<file path="config.mk">
export PLATFORM = sky130hd
export DESIGN_NAME = speaker_load_flat
export DESIGN_NICKNAME = d
export VERILOG_FILES = /design/src/rtl/speaker_load_if.sv /design/src/rtl/speaker_load.sv /design/src/flat_wrapper.sv
export SDC_FILE = /design/constraint.sdc
export NUM_CORES = 1
export LEC_CHECK = 0
export ABC_AREA = 1
export ABC_CLOCK_PERIOD_IN_PS = 1500
export CORE_MARGIN = 2
export CORE_UTILIZATION = 28
export CTS_CLUSTER_DIAMETER = 50
export DETAILED_ROUTE_END_ITERATION = 8
export GPL_ROUTABILITY_DRIVEN = 0
export GPL_TIMING_DRIVEN = 0
export PLACE_DENSITY = 0.54
export SYNTH_ARGS = -nofsm -noshare
export SYNTH_HDL_FRONTEND = slang
export SYNTH_SLANG_ARGS = --single-unit
</file>
<file path="constraint.sdc">
create_clock -name bclk -period 1.5 [get_ports bclk]
set_input_delay 0.375 -clock bclk [delete_from_list [all_inputs] [get_ports bclk]]
set_output_delay 0.375 -clock bclk [all_outputs]
set_load 0.005 [all_outputs]
</file>
<file path="src/rtl/speaker_load_if.sv">
// Upstream sample handshake into the DAC serializer: valid/ready with one
// N-bit two's-complement mono sample per transfer.
interface speaker_load_if #(
  parameter int N = 16
);
  logic         valid;
  logic [N-1:0] sample_data;
  logic         ready;

  modport master (output valid, output sample_data, input ready);
  modport slave  (input valid, input sample_data, output ready);
endinterface

</file>
<file path="src/rtl/speaker_load.sv">
// Left-justified, MSB-first DAC serializer framed by the CODEC's DACLRC; each
// held sample is sent on the left channel and repeated on the right channel.
module speaker_load #(
  parameter int N = 16
) (
  input  logic            bclk,
  input  logic            reset_n,
  input  logic            daclrc,
  speaker_load_if.slave   s_if,
  output logic            dacdat,
  output logic            underrun
);

  localparam int BW = $clog2(N + 1);
  localparam int IW = $clog2(N);

  logic          r_daclrc_q;
  logic          r_primed;
  logic [N-1:0]  r_hold;
  logic          r_hold_full;
  logic [N-1:0]  r_tx;
  logic [BW-1:0] r_bit_index;
  logic          r_active;

  logic          w_redge;
  logic          w_fedge;
  logic          w_accept;
  logic [IW-1:0] w_idx;

  // Edges are masked until one clock after reset so a DACLRC that is already
  // high at release cannot masquerade as a frame start.
  assign w_redge  = r_primed &  daclrc & ~r_daclrc_q;
  assign w_fedge  = r_primed & ~daclrc &  r_daclrc_q;

  assign s_if.ready = ~r_hold_full & reset_n;
  assign w_accept   = s_if.valid & s_if.ready;
  assign underrun   = w_redge & ~r_hold_full;

  assign w_idx = IW'(N - 1) - r_bit_index[IW-1:0];

  // NOTE: every always_comb output gets a default first so no path leaves it
  // unassigned, which would otherwise infer a latch.
  always_comb begin
    dacdat = 1'b0;
    if (w_redge)       dacdat = r_hold_full ? r_hold[N-1] : 1'b0;
    else if (w_fedge)  dacdat = r_tx[N-1];
    else if (r_active) dacdat = r_tx[w_idx];
  end

  // NOTE: state registers use non-blocking assignments so every register in
  // this block samples the pre-edge values, independent of statement order.
  always_ff @(posedge bclk or negedge reset_n) begin
    if (!reset_n) begin
      r_daclrc_q  <= 1'b0;
      r_primed    <= 1'b0;
      // NOTE: the sample storage is cleared as well, because a held sample
      // must be discarded on reset and never transmitted afterwards.
      r_hold      <= '0;
      r_hold_full <= 1'b0;
      r_tx        <= '0;
      r_bit_index <= '0;
      r_active    <= 1'b0;
    end else begin
      r_daclrc_q <= daclrc;
      r_primed   <= 1'b1;

      // ready is low while full, so an accept never coincides with a consume.
      if (w_redge && r_hold_full) begin
        r_hold_full <= 1'b0;
      end else if (w_accept) begin
        r_hold      <= s_if.sample_data;
        r_hold_full <= 1'b1;
      end

      if (w_redge) begin
        r_tx        <= r_hold_full ? r_hold : '0;
        r_bit_index <= BW'(1);
        r_active    <= 1'b1;
      end else if (w_fedge) begin
        r_bit_index <= BW'(1);
        r_active    <= 1'b1;
      end else if (r_active) begin
        if (r_bit_index == BW'(N - 1)) begin
          r_active    <= 1'b0;
          r_bit_index <= BW'(N);
        end else begin
          r_bit_index <= r_bit_index + BW'(1);
        end
      end
    end
  end

endmodule
</file>
<file path="src/flat_wrapper.sv">
// flat-port wrapper written by rule: the top's interface ports become plain ports
module speaker_load_flat 
#(
  parameter int N = 16
)
  (bclk, reset_n, daclrc, dacdat, underrun, s_if_valid, s_if_sample_data, s_if_ready);
  speaker_load_if #(.N(N)) s_if_i ();
  input  logic bclk;
  input  logic reset_n;
  input  logic daclrc;
  output logic dacdat;
  output logic underrun;
  input wire logic [$bits(s_if_i.valid)-1:0] s_if_valid;
  input wire logic [$bits(s_if_i.sample_data)-1:0] s_if_sample_data;
  output wire logic [$bits(s_if_i.ready)-1:0] s_if_ready;
  assign s_if_i.valid = s_if_valid;
  assign s_if_i.sample_data = s_if_sample_data;
  assign s_if_ready = s_if_i.ready;
  speaker_load #(.N(N)) u_core (.bclk(bclk), .reset_n(reset_n), .daclrc(daclrc), .s_if(s_if_i), .dacdat(dacdat), .underrun(underrun));
endmodule
</file>
# Yosys cells after proc, flatten, opt, wreduce, memory -nomap -nowiden
# Cells that the tools add are included.
[word_totals]
in_bits = 20
reg_bits = 41
out_inout_bits = 3
word_cells = 43
[classes]
n_bitwise = 11
magnitude_cmp = 1
muxes = 17
n_reduce_logical = 4
eq_ne = 1
addsub = 2
[op_table]
columns = ["op", "n"]
rows = [
  ["5-bit two-way mux", 4],
  ["16-bit two-way mux", 1],
  ["1-bit two-way mux", 11],
  ["1-bit bitwise AND", 7],
  ["5-bit by 1-bit adder with 5-bit output, second input constant", 1],
  ["5-bit by 4-bit equality test with 1-bit output, second input constant", 1],
  ["4-bit by 5-bit < comparator with 1-bit output, second input constant", 1],
  ["1-bit binary-select mux with 4-bit select", 1],
  ["1-bit inverter", 4],
  ["4-bit subtractor, first input constant", 1],
  ["3-bit nonzero test", 1],
  ["2-bit AND reduction", 1],
  ["2-bit nonzero test", 1],
  ["1-bit logical AND", 1],
]

# Longest topological paths before layout
[depth]
word_depth = 6
mapped_depth = 8
depth_no_buf = 8

# Worst setup path before layout
# OpenSTA, ideal clock, no wires.
[synth_timing]
path_type = "input -> output"
start = "input daclrc"
end = "output dacdat"
n_path_buf = 0
required_ps = 1125
arrival_ps = 1029
cell_stages = 8
path_slack_ps = 96
cell_sequence = "nand2_1 -> nor2_4 -> inv_2 -> nor2_4 -> nand2_1 -> o21ai_0 -> inv_1 -> nand2_1"
[synth_via]
elab_chain_len = 5
elab_cells_between_ends = 7
cone_classes = "mux: 2; bitwise: 5"
[synth_lines]
columns = ["element", "line", "rtl"]
rows = [
  ["from (decl)", "flat_wrapper.sv:10", "input logic daclrc;"],
  ["1-bit inverter", "speaker_load.sv:33", "assign w_fedge = r_primed & ~daclrc & r_daclrc_q;"],
  ["1-bit bitwise AND (2 in series)", "speaker_load.sv:33", ""],
  ["1-bit two-way mux", "speaker_load.sv:46", "else if (w_fedge) dacdat = r_tx[N-1];"],
  ["1-bit two-way mux *", "speaker_load.sv:45", "if (w_redge) dacdat = r_hold_full ? r_hold[N-1] : 1'b0;"],
  ["to (decl)", "flat_wrapper.sv:11", "output logic dacdat;"],
]
# Every way passes the cells marked *; elsewhere a longest branch is shown, timed or not.

# Final worst setup path
[layout_timing]
start = "register u_core.r_bit_index[0]"
end = "output dacdat"
[layout_via]
elab_chain_len = 6
[layout_lines]
columns = ["element", "line", "rtl"]
rows = [
  ["from (decl)", "speaker_load.sv:22", "logic [BW-1:0] r_bit_index;"],
  ["from (signal assigned)", "speaker_load.sv:85", "r_bit_index <= BW'(N);"],
  ["from (signal assigned)", "speaker_load.sv:87", "r_bit_index <= r_bit_index + BW'(1);"],
  ["4-bit subtractor", "speaker_load.sv:39", "assign w_idx = IW'(N - 1) - r_bit_index[IW-1:0];"],
  ["1-bit binary-select mux with 4-bit select", "speaker_load.sv:47", "else if (r_active) dacdat = r_tx[w_idx];"],
  ["1-bit two-way mux (implied by the code)", "speaker_load.sv:47", ""],
  ["1-bit two-way mux", "speaker_load.sv:47", ""],
  ["1-bit two-way mux", "speaker_load.sv:46", ""],
  ["1-bit two-way mux", "speaker_load.sv:45", ""],
]
# No other way between the ends. The select of a mux whose other input is x is not followed.

==> reports/results.txt <==
Simple-gate share of the synthesized area: 0.172
Clk sinks: 41
Critical path data required time: 1.12 ns
Vias in the first global route: 1,380
Height of the die: 85.3 microns
Crit path time final: 1.85 ns
Cell area after synthesis: 0.00185 sq mm
Synthesized area per cell: 9.69 sq um
Unique masters post-synth: 20
Number of warnings issued by yosys: 0
Status: finished, violations left
Setup TNS: -0.355 ns
Global Route met3 Usage: 0.0302
Violated checks: negative setup slack
Area leader, netlist: dfrtp_1
Starting Density: 0.290
ANT cells: 0
Leak pwr: 1.13 nW
Reg2reg end: u_core.r_bit_index[2]
Post-synthesis instance total: 191
GRT Total Usage: 0.112
Compound-gate portion of the synthesized area: 0.0778
Router iterations before antenna repair: 4
Met1 GRT Util: 0.144
I/O pin count: 23
Register area share after synthesis: 0.554
Worst Setup End Kind: output port
Crit-path max FO: 8
Core area: 0.00639 sq mm
CTS max path bufs: 2
Met2 usage: 0.180
CP arrival: 1.47 ns
Combinational family with the most area after synthesis: simple AND/OR/NAND/NOR gates
Slew @ Worst Pin: 0.721 ns
Post-Synthesis Net Count: 213
Crit share post-route: 1.23
Initial DRC Count: 76
Share of layout cells above drive strength 1: 0.307
Nets@finish: 250
Via count: 1,335
DRT Wirelength: 3630 microns
Fill count: 640
Reg2reg setup slack: -0.01 ns
Setup ws final: -0.347 ns
Total power per unit cell area: 1610 mW/mm^2
Skew-Pair Late Insertion Delay: 0.29 ns
Area of the die: 0.00728 sq mm
Global route overflow: 0
First-pass GRT wire length: 6400 microns
Yosys top cell area share: 0.554
Xor/xnor cell area share of the yosys netlist: 0.00473
Final setup skew: 0.00518 ns
Width of the die: 85.3 microns
Vias per inst: 4.38
Yosys reg bits: 41
GR peak layer: met2
Worst Reg-to-Reg Cells: 8
Post-DP HPWL: 2550 microns
Critical path type: reg2out
Area Growth Syn to Fin: 31.4%
CTS root buf: clkbuf_8
Launch point of the worst reg-to-reg path: u_core.r_bit_index[0]
Tot Pwr: 3.91 mW
Post-Synth Adder-Cell Area: 0.0135
Rel. slew slack: 0.518
Hold Crit Class: in2async
Max Cap Viol: 0
Htree depth: 2
Slew Viols, Final: 0
Number of port buffers: 22
Antenna Nets Post-Route: 0
Pin count of the biggest net entering global routing: 26
Post-Place Setup Slack: -1.16 ns
# setup viols final: 2
Post-synthesis mux area share: 0.0953
CP Launch Type: register
Unrepaired setup endpoints after global routing: true
Final hold vios: 0
Max IR drop VDD: 540 uV
Total CTS buffers: 5
Register clock-pin slew on the reported worst setup and hold paths: 0.08 ns
Per-cell routed wire length: 11.9 microns
CTS tree: built
Num rows: 29
Largest cells by area after synthesis: dfrtp_1 55%, nand2_1 8.5%, inv_1 5.9%
Drt drc: 0
Initial antenna violation count: 0
Max Fclk: 541 MHz
[through the flow]
stage / util / std cells / hold slack, ns / area [sq um]
2_1_floorplan: - / 191 / 0.0794 / 1850
3_3_place_gp: 0.339 / 290 / 0.464 / 2170
3_5_place_dp: 0.342 / 291 / 0.339 / 2180
4_1_cts: 0.374 / 304 / 0.0107 / 2390
5_1_grt: 0.381 / 305 / 0.0134 / 2430
6_report: 0.381 / 305 / 0.00941 / 2430
[per-layer routing]
metal	vias up	wire length [microns]
met4	0	44
met5	-	0
met2	19	1760
met3	4	106
met1	631	1720
li1	681	-
[critical path: stages (launching register included)]
cell and delay [ns]:
dfrtp_2 0.46, buf_8 0.16, nand2_2 0.07, nand3_2 0.07, nand3_2 0.06, nand2_2 0.06, nand2_2 0.06, nand3_2 0.06
nand2_1 0.06, buf_2 0.11
[cell usage in the layout (no fill, tap or decap)]
cell,count
clkbuf_8,6
clkdlybuf4s50_1,17
mux2_2,9
dfrtp_2,2
nand2_2,10
buf_4,6
nor2_2,1
inv_2,3
buf_12,1
o21ai_0,19
nand2_1,32
mux2_4,5
clkbuf_1,2
xor2_1,1
nand3_1,3
inv_4,1
nor2_4,3
buf_8,1
nand2_4,2
dlygate4sd2_1,2
o22ai_2,1
buf_2,2
a21oi_1,4
conb_1,1
nor2_1,5
nand3b_1,1
o21ai_1,2
dfrtp_1,39
ha_2,2
dlygate4sd3_1,1
inv_1,27
buf_6,3
o22ai_1,2
nand3_2,12
[flip-flops by register name, summed over array words and instances (netlist names)]
| register | cells |
|---|---|
| u_core.r_tx | 16 |
| u_core.r_hold | 16 |
| u_core.r_daclrc_q | 1 |
| u_core.r_bit_index | 5 |
| u_core.r_active | 1 |
| u_core.r_primed | 1 |
| u_core.r_hold_full | 1 |
[synthesized netlist by cell type (all sizes together)]
cell     n
a21oi    4
nand3b   1
ha       2
nand3   15
o22ai    3
dfrtp   41
xor2     1
buf      3
inv     31
o21ai   21
conb     1
nand2   44
clkbuf   1
nor2     9
mux2    14
[where the power goes]
part	leakage, nW	internal [mW]	switching (mW)	total (mW)
clock network	0.0443	0.365	0.354	0.720
registers	0.500	1.50	0.242	1.74
logic	0.589	0.695	0.751	1.45
[how the worst max path moves through the flow]
stage / to / from
final: dacdat / u_core.r_bit_index[0]
after detailed placement: dacdat / daclrc
after global placement: s_if_ready / reset_n
after floorplan: dacdat / daclrc
after global routing: dacdat / u_core.r_bit_index[0]
after CTS: dacdat / u_core.r_bit_index[0]
[final cells by class]
class | instances | area, sq um | area share
Clock buffer | 7 | 86.3 | 0.0355
Buffer | 4 | 41.3 | 0.0170
Tap cell | 77 | 96.3 | 0.0396
Timing Repair Buffer | 30 | 284 | 0.117
Sequential cell | 41 | 1030 | 0.423
Inverter | 31 | 119 | 0.0489
Multi-Input combinational cell | 115 | 776 | 0.319
[repair_timing]
action                     CTS  global route
hold buffers                 1             0
buffers inserted             5             1
pin swaps                   17            10
resized for setup           39             9
hold endpoints to repair    16             0
setup endpoints to repair   17             9
[cells by family (layout without fill, tap and decap cells)]
family	after synthesis	after routing
and+or+nand+nor	69	69
DFF	41	41
buffers and inverters	35	72
AOI/OAI and AO/OA	28	28
muxes	14	14
adders and majority gates	2	2
other	1	1
xor gates and xnor gates	1	1
(Power assumes the default switching activity.)
